## config.mk

```make
export PLATFORM = sky130hd
export DESIGN_NAME = dmem_port_arbiter
export DESIGN_NICKNAME = d
export VERILOG_FILES = /design/src/rtl/dmem_port_arbiter.sv
export SDC_FILE = /design/constraint.sdc
export NUM_CORES = 1
export LEC_CHECK = 0
export CAP_MARGIN = 15
export CORE_AREA = 2 2 127 129
export DETAILED_ROUTE_END_ITERATION = 12
export DIE_AREA = 0 0 129 131
export DONT_BUFFER_PORTS = 1
export GPL_TIMING_DRIVEN = 0
export RECOVER_POWER = 50
export SLEW_MARGIN = 20
export SYNTH_ARGS = -nofsm -noshare
export SYNTH_HDL_FRONTEND = slang
export SYNTH_SLANG_ARGS = --single-unit
```

## constraint.sdc

```tcl
create_clock -name clk -period 2.4 [get_ports clk]
set_input_delay 0.48 -clock clk [delete_from_list [all_inputs] [get_ports clk]]
set_output_delay 0.48 -clock clk [all_outputs]
set_load 0.005 [all_outputs]
```

## src/rtl/dmem_port_arbiter.sv

```systemverilog
// dmem_port_arbiter: two-requester arbiter and access sequencer for the data memory.
//
// Port 0 (core load/store path) and port 1 (debug/DMA path) each present a
// valid/ready request channel and a valid/ready response channel. One access is
// in flight at a time: IDLE -> ACCESS -> LATCH -> RESP -> IDLE. The memory has a
// one-cycle registered read, so read data is captured one cycle after the strobe.
// Accesses outside the RAM window (or stores to the ID words) are flagged in rspNErr.
// Illegal stores are suppressed at the memory.
//
// Ports:
//   clk, rst                       clock, synchronous active-high reset
//   reqN{Valid,Ready,Write,Addr,WData,ByteSel,LoadSel}   request channel, N = 0/1
//   rspN{Valid,Ready,RData,Err}    response channel, N = 0/1
//   mem{Read,Write}Enable, memAddress, memDataIn, mem{Read,Write}ByteSelect,
//   memLoadSelect                  memory request side (registered)
//   memDataOut                     memory read data (registered inside memory)
//
// Optional feature: define DMEM_ARB_ROUND_ROBIN_EN for round-robin arbitration;
// otherwise port 0 has fixed priority.
module dmem_port_arbiter #(
    parameter logic [31:0] RAM_BASE  = 32'h8000_0000,
    parameter int unsigned RAM_BYTES = 4096,
    parameter logic [31:0] ROM_ADDR0 = 32'h0010_0000,
    parameter logic [31:0] ROM_ADDR1 = 32'h0010_0004
) (
    input  logic        clk,
    input  logic        rst,
    input  logic        req0Valid,
    output logic        req0Ready,
    input  logic        req0Write,
    input  logic [31:0] req0Addr,
    input  logic [31:0] req0WData,
    input  logic [3:0]  req0ByteSel,
    input  logic [2:0]  req0LoadSel,
    output logic        rsp0Valid,
    input  logic        rsp0Ready,
    output logic [31:0] rsp0RData,
    output logic        rsp0Err,
    input  logic        req1Valid,
    output logic        req1Ready,
    input  logic        req1Write,
    input  logic [31:0] req1Addr,
    input  logic [31:0] req1WData,
    input  logic [3:0]  req1ByteSel,
    input  logic [2:0]  req1LoadSel,
    output logic        rsp1Valid,
    input  logic        rsp1Ready,
    output logic [31:0] rsp1RData,
    output logic        rsp1Err,
    output logic        memReadEnable,
    output logic        memWriteEnable,
    output logic [31:0] memAddress,
    output logic [31:0] memDataIn,
    output logic [3:0]  memReadByteSelect,
    output logic [3:0]  memWriteByteSelect,
    output logic [2:0]  memLoadSelect,
    input  logic [31:0] memDataOut
);

    typedef enum logic [1:0] {StIdle, StAccess, StLatch, StResp} state_e;

    state_e      state_q;
    logic        grant_q;
    logic        write_q;
    logic        err_q;
    logic [31:0] rdata_q;

    logic        grant_sel;
    logic        sel_write;
    logic [31:0] sel_addr;
    logic [31:0] sel_wdata;
    logic [3:0]  sel_bsel;
    logic [2:0]  sel_lsel;
    logic        in_ram;
    logic        in_rom;
    logic        sel_err;
    logic        accept;

`ifdef DMEM_ARB_ROUND_ROBIN_EN
    logic ptr_q;  // preferred port when both request

    always_comb begin
        grant_sel = req1Valid;
        if (req0Valid && req1Valid) begin
            grant_sel = ptr_q;
        end
    end
`else
    always_comb begin
        grant_sel = ~req0Valid;
    end
`endif

    always_comb begin
        sel_write = grant_sel ? req1Write   : req0Write;
        sel_addr  = grant_sel ? req1Addr    : req0Addr;
        sel_wdata = grant_sel ? req1WData   : req0WData;
        sel_bsel  = grant_sel ? req1ByteSel : req0ByteSel;
        sel_lsel  = grant_sel ? req1LoadSel : req0LoadSel;
        // Offset compare avoids overflow at the top of the address space.
        in_ram    = (sel_addr >= RAM_BASE) && ((sel_addr - RAM_BASE) < 32'(RAM_BYTES));
        in_rom    = (sel_addr == ROM_ADDR0) || (sel_addr == ROM_ADDR1);
        sel_err   = sel_write ? ~in_ram : ~(in_ram | in_rom);
        accept    = (state_q == StIdle) && (req0Valid || req1Valid) && !rst;
    end

    // Ready is combinational so the handshake completes in the arbitration cycle.
    assign req0Ready = accept & ~grant_sel;
    assign req1Ready = accept &  grant_sel;

    always_ff @(posedge clk) begin
        if (rst) begin
            state_q            <= StIdle;
            grant_q            <= 1'b0;
            write_q            <= 1'b0;
            err_q              <= 1'b0;
            rdata_q            <= 32'h0;
            memReadEnable      <= 1'b0;
            memWriteEnable     <= 1'b0;
            memAddress         <= 32'h0;
            memDataIn          <= 32'h0;
            memReadByteSelect  <= 4'h0;
            memWriteByteSelect <= 4'h0;
            memLoadSelect      <= 3'h0;
`ifdef DMEM_ARB_ROUND_ROBIN_EN
            ptr_q              <= 1'b0;
`endif
        end else begin
            unique case (state_q)
                StIdle: begin
                    if (accept) begin
                        grant_q            <= grant_sel;
                        write_q            <= sel_write;
                        err_q              <= sel_err;
                        memAddress         <= sel_addr;
                        memDataIn          <= sel_wdata;
                        memLoadSelect      <= sel_lsel;
                        // Illegal loads still go out; illegal stores are suppressed.
                        memReadEnable      <= ~sel_write;
                        memReadByteSelect  <= sel_write ? 4'h0 : sel_bsel;
                        memWriteEnable     <= sel_write & ~sel_err;
                        memWriteByteSelect <= (sel_write && !sel_err) ? sel_bsel : 4'h0;
`ifdef DMEM_ARB_ROUND_ROBIN_EN
                        ptr_q              <= ~grant_sel;
`endif
                        state_q            <= StAccess;
                    end
                end
                StAccess: begin
                    memReadEnable      <= 1'b0;
                    memWriteEnable     <= 1'b0;
                    memReadByteSelect  <= 4'h0;
                    memWriteByteSelect <= 4'h0;
                    state_q            <= StLatch;
                end
                StLatch: begin
                    rdata_q <= write_q ? 32'h0 : memDataOut;
                    state_q <= StResp;
                end
                StResp: begin
                    if (grant_q ? rsp1Ready : rsp0Ready) begin
                        state_q <= StIdle;
                    end
                end
                default: state_q <= StIdle;
            endcase
        end
    end

    // Only the granted port sees response values; the other stays at zero.
    always_comb begin
        rsp0Valid = (state_q == StResp) && !grant_q;
        rsp1Valid = (state_q == StResp) &&  grant_q;
        rsp0RData = rsp0Valid ? rdata_q : 32'h0;
        rsp1RData = rsp1Valid ? rdata_q : 32'h0;
        rsp0Err   = rsp0Valid & err_q;
        rsp1Err   = rsp1Valid & err_q;
    end

endmodule

```

==> results.md, run 1 <==
* Max-slew violation count at 0
* Leading cell types in the layout, fill and taps excluded: sky130_fd_sc_hd__dfxtp_1, sky130_fd_sc_hd__nor2_1, sky130_fd_sc_hd__mux2i_1
* Post-layout minimum cycle time at 2.25 ns
* Unique masters post-synth at 38
* Antenna violations before repair at 0
* Core region area at 0.0156 mm²
* Initial DRT Pass Iterations at 4
* Crit path capture type: output pin
* Port Buffer Count at 0
* Share of cells above drive strength 1 at 9.68%
* Unrepaired setup endpoints after global routing: false
* Final setup vio count at 0
* Global-route wire length before repair at 26.3 mm
* Total placed cells including tap cells at 845
* DRC at 0
* Number of standard-cell rows in the floorplan at 46
* Master cell of the clock root buffer: sky130_fd_sc_hd__clkbuf_16
* Area of the die at 0.0169 mm²
* Synth area leaders: sky130_fd_sc_hd__dfxtp_1, sky130_fd_sc_hd__mux2i_1, sky130_fd_sc_hd__a211oi_1
* Launching element of the worst setup path: state_q[0]
* Skew-Pair Late Insertion Delay at 0.41 ns
* Combined global-route utilization of all metal layers at 20.6%
* Total nets after synthesis at 816
* Clk slew on worst S/H paths at 0.06 ns
* Maximum clock path buffer count at 2
* Setup skew after layout at 0.00403 ns
* Post-synthesis instance area at 0.00550 mm²
* Vertical die dimension at 131 µm
* Status: completed
* Instance area at placement at 0.00577 mm²
* Antenna Diode Count at 0
* PwrDens at 1190 mW/mm²
* Maximum vdd drop at 0.513 mV
* Final RePlAce weighted congestion at 0.824
* Startpoint of the lowest-slack register-to-register path: state_q[1]
* Starting utilization of the core area at 35.2%
* # hold bufs at CTS at 0
* Clock net sink count at 114
* Overall via count from detail_route at 4,852
* Relative area change from synthesis to final layout at 17.0%
* Number of inserted filler cells in the final layout at 1,528
* Worst-path fanout max at 10
* Type of element launching the critical path: flip-flop
* Worst Path Class, Setup: flip-flop to output pin
* Global-route congestion overflow total at 0
* Final count of hold timing violations at 0
* WL final at 18.2 mm
* Cells along the critical path: ha_4 > nor2b_4 > clkbuf_2 > and2_1
* Final non-filler cell total at 877
* Slew at the pin with the worst max-slew slack at 0.619 ns
* Number of H-tree levels at 4
* Data required, critical path at 1.92 ns
* Library cell contributing the largest single delay on the critical path: sky130_fd_sc_hd__dfxtp_1
* Sequential cell area fraction in the yosys report at 41.5%
* Total number of nets in the final design at 835
* Worst Hold Path Cells at 2
* Final clock period utilization by the worst path at 93.7%
* Leak Pwr at 0.00268 µW
* DP Wirelength at 14.1 mm
* Synth area leader: sky130_fd_sc_hd__dfxtp_1
* Area share of the largest cell type after synthesis at 41.5%
* Clock tree from TritonCTS: yes
* Via count normalized by instance count at 5.53
* DRC violation total after the first TritonRoute iteration at 213
* Crit path arrival time at 1.77 ns
* Warning count from the yosys run at 0
* CTS buffer count at 17
* Largest stage delay on the critical path at 0.42 ns
* Vias in the first global route at 4,647
* Final routed wire length divided by cell count at 20.8 µm
* Flip-flop and latch count after synthesis at 114
* Worst hold path type: primary input to flip-flop
* Die span in x at 129 µm
* Slew headroom at 58.4%
* Number of maximum-capacitance constraint violations at 0
* Number of cells produced by synthesis at 629
* ANT nets after route at 0
* Pre-CTS WS at -0.150 ns
* Length in cells of the worst reg-to-reg path at 7
* Average footprint of a synthesized cell at 8.74 µm²
* Critical hold path startpoint: memDataOut[21]
* Fmax at 0.445 GHz
* Final instance area at 0.00643 mm²
* Maximum number of pins on one net before global-route repair at 17
* Most common cell after layout, fill and taps aside: sky130_fd_sc_hd__dfxtp_1
* Slack of the critical path at 0.152 ns
* Ports placed on the boundary at 329
cell families (layout without fill, tap and decap cells):
| group | Yosys count | after routing | synth area share, % |
|---|---|---|---|
| AND/OR/NAND/NOR | 259 | 259 | 24.5 |
| AO/OA/AOI/OAI | 122 | 122 | 14.7 |
| flip-flops | 114 | 114 | 41.5 |
| multiplexers | 72 | 72 | 13.2 |
| buffers and inverters | 57 | 89 | 4.92 |
| adder cells (fa/ha/maj) | 5 | 5 | 1.14 |
what timing repair did:
action | CTS | global route
setup endpoints to repair | 34 | 19
resized for setup | 7 | 3
buffers inserted | 0 | 0
pin swaps | 0 | 0
metal layers:
metal  track usage (%)  part of all wire, %  vias to the layer above
met1              24.0                   40                     2298
met3              6.31                  8.2                       25
met2              35.5                   50                      258
met4              7.93                  2.0                        0
met5                 0                    0                        -
li1                  -                    -                     2271
layout make-up:
cell class | instances | area, µm² | share of cell area, %
Inverter | 3 | 11.3 | 0.175
Buffer | 54 | 256 | 3.99
Tap cell | 216 | 270 | 4.20
Clock inverter | 13 | 206 | 3.21
Multi-Input combinational cell | 458 | 2970 | 46.1
Sequential cell | 114 | 2280 | 35.5
Clock buffer | 19 | 443 | 6.88
cell usage after synthesis, drive strengths merged:
master,count
a211oi,66
a21o,1
a21oi,36
a22o,1
a22oi,4
a311oi,2
and2,34
and3,33
and3b,1
buf,25
clkbuf,29
dfxtp,114
ha,5
inv,3
mux2,5
mux2i,67
nand2,8
nand2b,1
nand3,5
nand3b,1
nand4,6
nor2,112
nor2b,35
nor3,8
nor4,11
nor4b,4
o21a,1
o21ai,9
o22ai,1
o31a,1
sequential cells by signal (all words and copies together), names as in the netlist:
register	flops
memAddress	32
memDataIn	32
rdata_q	32
memReadByteSelect	4
memWriteByteSelect	4
memLoadSelect	3
state_q	2
err_q	1
grant_q	1
memReadEnable	1
memWriteEnable	1
write_q	1
power breakdown:
part	switching (µW)	internal [µW]	total [µW]	leakage, µW
clock network	922	1870	2790	0.000314
logic	1310	697	2010	0.00142
registers	426	2430	2860	0.000939
worst paths after layout:
kind | end | slack, ns
worst max-delay path | rsp0RData[9] | 0.15
worst min-delay path | rdata_q[21] | 0.21
worst max register to register | memDataIn[29] | 0.23
worst min register to register | memWriteByteSelect[3] | 0.51
metrics by stage:
stage	utilization, %	setup TNS, ns	hold slack, ns	total power [µW]
6_report	41.3	0	0.212	7660
5_1_grt	41.3	0	0.192	8130
4_1_cts	41.2	0	0.188	7740
3_5_place_dp	37.0	-0.253	0.511	4920
3_3_place_gp	37.0	-0.161	0.488	4820
2_1_floorplan	-	0	0.449	4270
worst max-delay path, delay by kind of cell, from the launching register on:
| family | cells | cell delay [ns] |
|---|---|---|
| buf+inv | 1 | 0.25 |
| fa+ha+maj | 1 | 0.24 |
| simple gates | 2 | 0.46 |
| flops | 1 | 0.42 |
Note: power is estimated with default switching activity, not from simulation.
==> run 2: changes to the inputs <==
==> constraint.sdc (replaced) <==
create_clock -name clk -period 2.4 [get_ports clk]
set_input_delay 0.12 -clock clk [delete_from_list [all_inputs] [get_ports clk]]
set_output_delay 0.12 -clock clk [all_outputs]
set_load 0.005 [all_outputs]
==> run 2 against run 1 <==
  * Sequential power barely moved
  * Wire length rose by 14%
  * Critical path type unchanged
  * Largest power group unchanged
  * Sequential share of layout area down 7.0 points
  * Flip-flop and latch count did not move
  * Highest routed layer unchanged
  * Critical endpoint is now rsp0RData[22]
  * Core utilization increased by 10 points
  * Final cell count is 18% higher
  * Clock skew barely moved
  * Combinational power increased by 14%
  * Design area up 24%
  * Register-to-register slack lost 0.08 ns
  * Power is 3.9% higher
==> results.md, run 2 (same netlist as run 1, synthesis figures left out) <==
* Status: completed (unchanged)
* Worst Path Class, Setup: flip-flop to output pin (unchanged)
* Max-slew violation count at 0 (unchanged)
* Total power of the final layout at 7960 µW (was 7660 µW)
* Launching element of the worst setup path: state_q[0] (unchanged)
* Post-layout minimum cycle time at 2.25 ns (about the same)
* Regs by FF count: memAddress: 32 flops, memDataIn: 32 flops, rdata_q: 32 flops (unchanged)
* Leak Pwr at 0.00334 µW (was 0.00268 µW)
* Post-CTS setup buffer count at 0 (unchanged)
* Clock tree from TritonCTS: yes (unchanged)
* Worst-path fanout max at 10 (unchanged)
* Vias in the first global route at 5,571 (was 4,647)
* Core region area at 0.0156 mm² (unchanged)
* Crit path arrival time at 2.13 ns (was 1.77 ns)
* ANT nets after route at 0 (unchanged)
* Clk slew on worst S/H paths at 0.06 ns (about the same)
* Slew headroom at 52.9% (was 58.4%)
* Unrepaired setup endpoints after global routing: false (unchanged)
* Starting utilization of the core area at 35.2% (unchanged)
* Share of cells above drive strength 1 at 7.20% (was 9.68%)
* Crit path capture type: output pin (unchanged)
* Ports placed on the boundary at 329 (unchanged)
* Length in cells of the worst reg-to-reg path at 7 (unchanged)
* Hold worst-path end: memAddress[27] (was rdata_q[21])
* Most common cell after layout, fill and taps aside: sky130_fd_sc_hd__dlygate4sd3_1 (was sky130_fd_sc_hd__dfxtp_1)
* DP Wirelength at 14.1 mm (unchanged)
* Master cell of the clock root buffer: sky130_fd_sc_hd__clkbuf_16 (unchanged)
* Final count of hold timing violations at 0 (unchanged)
* Storage cell area at 0.00228 mm² (unchanged)
* Critical hold path startpoint: req0Addr[27] (was memDataOut[21])
* Leading cell types in the layout, fill and taps excluded: sky130_fd_sc_hd__dlygate4sd3_1, sky130_fd_sc_hd__dfxtp_1, sky130_fd_sc_hd__nor2_1 (was sky130_fd_sc_hd__dfxtp_1, sky130_fd_sc_hd__nor2_1, sky130_fd_sc_hd__mux2i_1)
* Skew-Pair Late Insertion Delay at 0.41 ns (about the same)
* Maximum vdd drop at 0.516 mV (was 0.513 mV)
* Die span in x at 129 µm (unchanged)
* Final setup vio count at 0 (unchanged)
* Crit Reg-Reg Endpoint: memAddress[31] (was memDataIn[29])
* Vertical die dimension at 131 µm (unchanged)
* Startpoint of the lowest-slack register-to-register path: state_q[1] (unchanged)
* Antenna Diode Count at 0 (unchanged)
* Type of element launching the critical path: flip-flop (unchanged)
* Relative area change from synthesis to final layout at 45.7% (was 17.0%)
* Final routed wire length divided by cell count at 20.0 µm (was 20.8 µm)
* Data required, critical path at 2.28 ns (was 1.92 ns)
* Total negative slack for setup checks at 0 ns (unchanged)
* Area of the die at 0.0169 mm² (unchanged)
* Via count normalized by instance count at 5.38 (was 5.53)
* Worst Hold Path Cells at 2 (unchanged)
* Number of H-tree levels at 4 (unchanged)
* Worst hold path type: primary input to flip-flop (unchanged)
* CTS buffer count at 17 (unchanged)
* Port Buffer Count at 0 (unchanged)
* Maximum number of pins on one net before global-route repair at 17 (unchanged)
* Final clock period utilization by the worst path at 93.9% (was 93.7%)
* DRC violation total after the first TritonRoute iteration at 306 (was 213)
* PwrDens at 994 mW/mm² (was 1190 mW/mm²)
* Maximum clock path buffer count at 2 (unchanged)
* Global-route wire length before repair at 29.9 mm (was 26.3 mm)
* Number of standard-cell rows in the floorplan at 46 (unchanged)
* Overall via count from detail_route at 5,576 (was 4,852)
* DRC at 0 (unchanged)
* Global-route congestion overflow total at 0 (unchanged)
* Number of inserted filler cells in the final layout at 1,376 (was 1,528)
* Total number of nets in the final design at 994 (was 835)
* Slew at the pin with the worst max-slew slack at 0.702 ns (was 0.619 ns)
* Initial DRT Pass Iterations at 4 (unchanged)
* Setup skew after layout at 0.00383 ns (was 0.00403 ns)
* Number of maximum-capacitance constraint violations at 0 (unchanged)
* Final RePlAce weighted congestion at 0.824 (unchanged)
* Clock net sink count at 114 (unchanged)
* Flop2flop setup slack at 0.15 ns (was 0.23 ns)
* Combined global-route utilization of all metal layers at 23.3% (was 20.6%)
* Antenna violations before repair at 0 (unchanged)
* WL final at 20.8 mm (was 18.2 mm)
* Fmax at 0.444 GHz (was 0.445 GHz)
* Multi-input gate area in the final layout at 0.00294 mm² (was 0.00297 mm²)
==> run 2: cell types whose count changed in the layout (fill, tap and decap cells not counted), sizes merged <==
cell / before / now
dlygate4sd3: 0 / 160
clkbuf: 54 / 52
buf: 19 / 20
==> run 2: area by class of cell <==
| cell class | instances | area share (%) |
|---|---|---|
| multi-input cells | 458 | 36.8 |
| flip-flops and latches | 114 | 28.5 |
| repair buffers | 160 | 20.0 |
| clock buffers | 19 | 5.53 |
| well taps | 216 | 3.37 |
| plain buffers | 53 | 3.14 |
| clock inverters | 13 | 2.58 |
| inverters | 3 | 0.141 |
==> run 2: critical path: stages, from the launching register on <==
cell	delay, ns
sky130_fd_sc_hd__dfxtp_1	0.38
sky130_fd_sc_hd__ha_1	0.40
sky130_fd_sc_hd__nor2b_2	0.37
sky130_fd_sc_hd__clkbuf_1	0.36
sky130_fd_sc_hd__and2_1	0.21
==> run 2: power by group <==
part	total [µW]	switching, µW	internal, µW	leakage, µW
clock network	2790	922	1870	0.000314
logic	2300	1400	900	0.00208
registers	2870	438	2430	0.000939
==> run 2: repair_timing <==
item                       in CTS  in global routing
cloned                          0                  0
hold endpoints to repair       97                  0
hold buffers                  160                  0
gates resized for setup         1                  5
setup endpoints to repair      12                 20
==> run 2: how the worst max path moves through the flow <==
| stage | to | slack [ns] | cells after the start |
|---|---|---|---|
| final | rsp0RData[22] | 0.15 | 4 |
| after global routing | rsp0RData[18] | 0.003 | 4 |
| after CTS | rsp0RData[8] | 0.05 | 4 |
| after detailed placement | memDataIn[22] | 0.29 | 6 |
| after global placement | memDataIn[29] | 0.35 | 6 |
| after floorplan | memDataIn[10] | 0.87 | 6 |
==> run 2: through the flow <==
stage               std cells  hold WS [ns]  worst slack (ns)  area [µm²]  util [%]
floorplan                 629         0.259             0.867        5500         -
global placement          845         0.261             0.346        5770      37.0
detailed placement        845         0.268             0.289        5770      37.0
CTS                      1037       0.00244            0.0457        8020      51.4
global route             1036       0.00936           0.00323        8010      51.4
finish                   1036       0.00922             0.146        8010      51.4
==> run 2: layer usage <==
| layer | global-route usage [%] | vias up | wire, µm |
|---|---|---|---|
| met3 | 6.07 | 54 | 1530 |
| met1 | 25.5 | 2638 | 8090 |
| met2 | 42.0 | 293 | 10500 |
| li1 | - | 2591 | - |
| met5 | 0 | - | 0 |
| met4 | 11.2 | 0 | 667 |
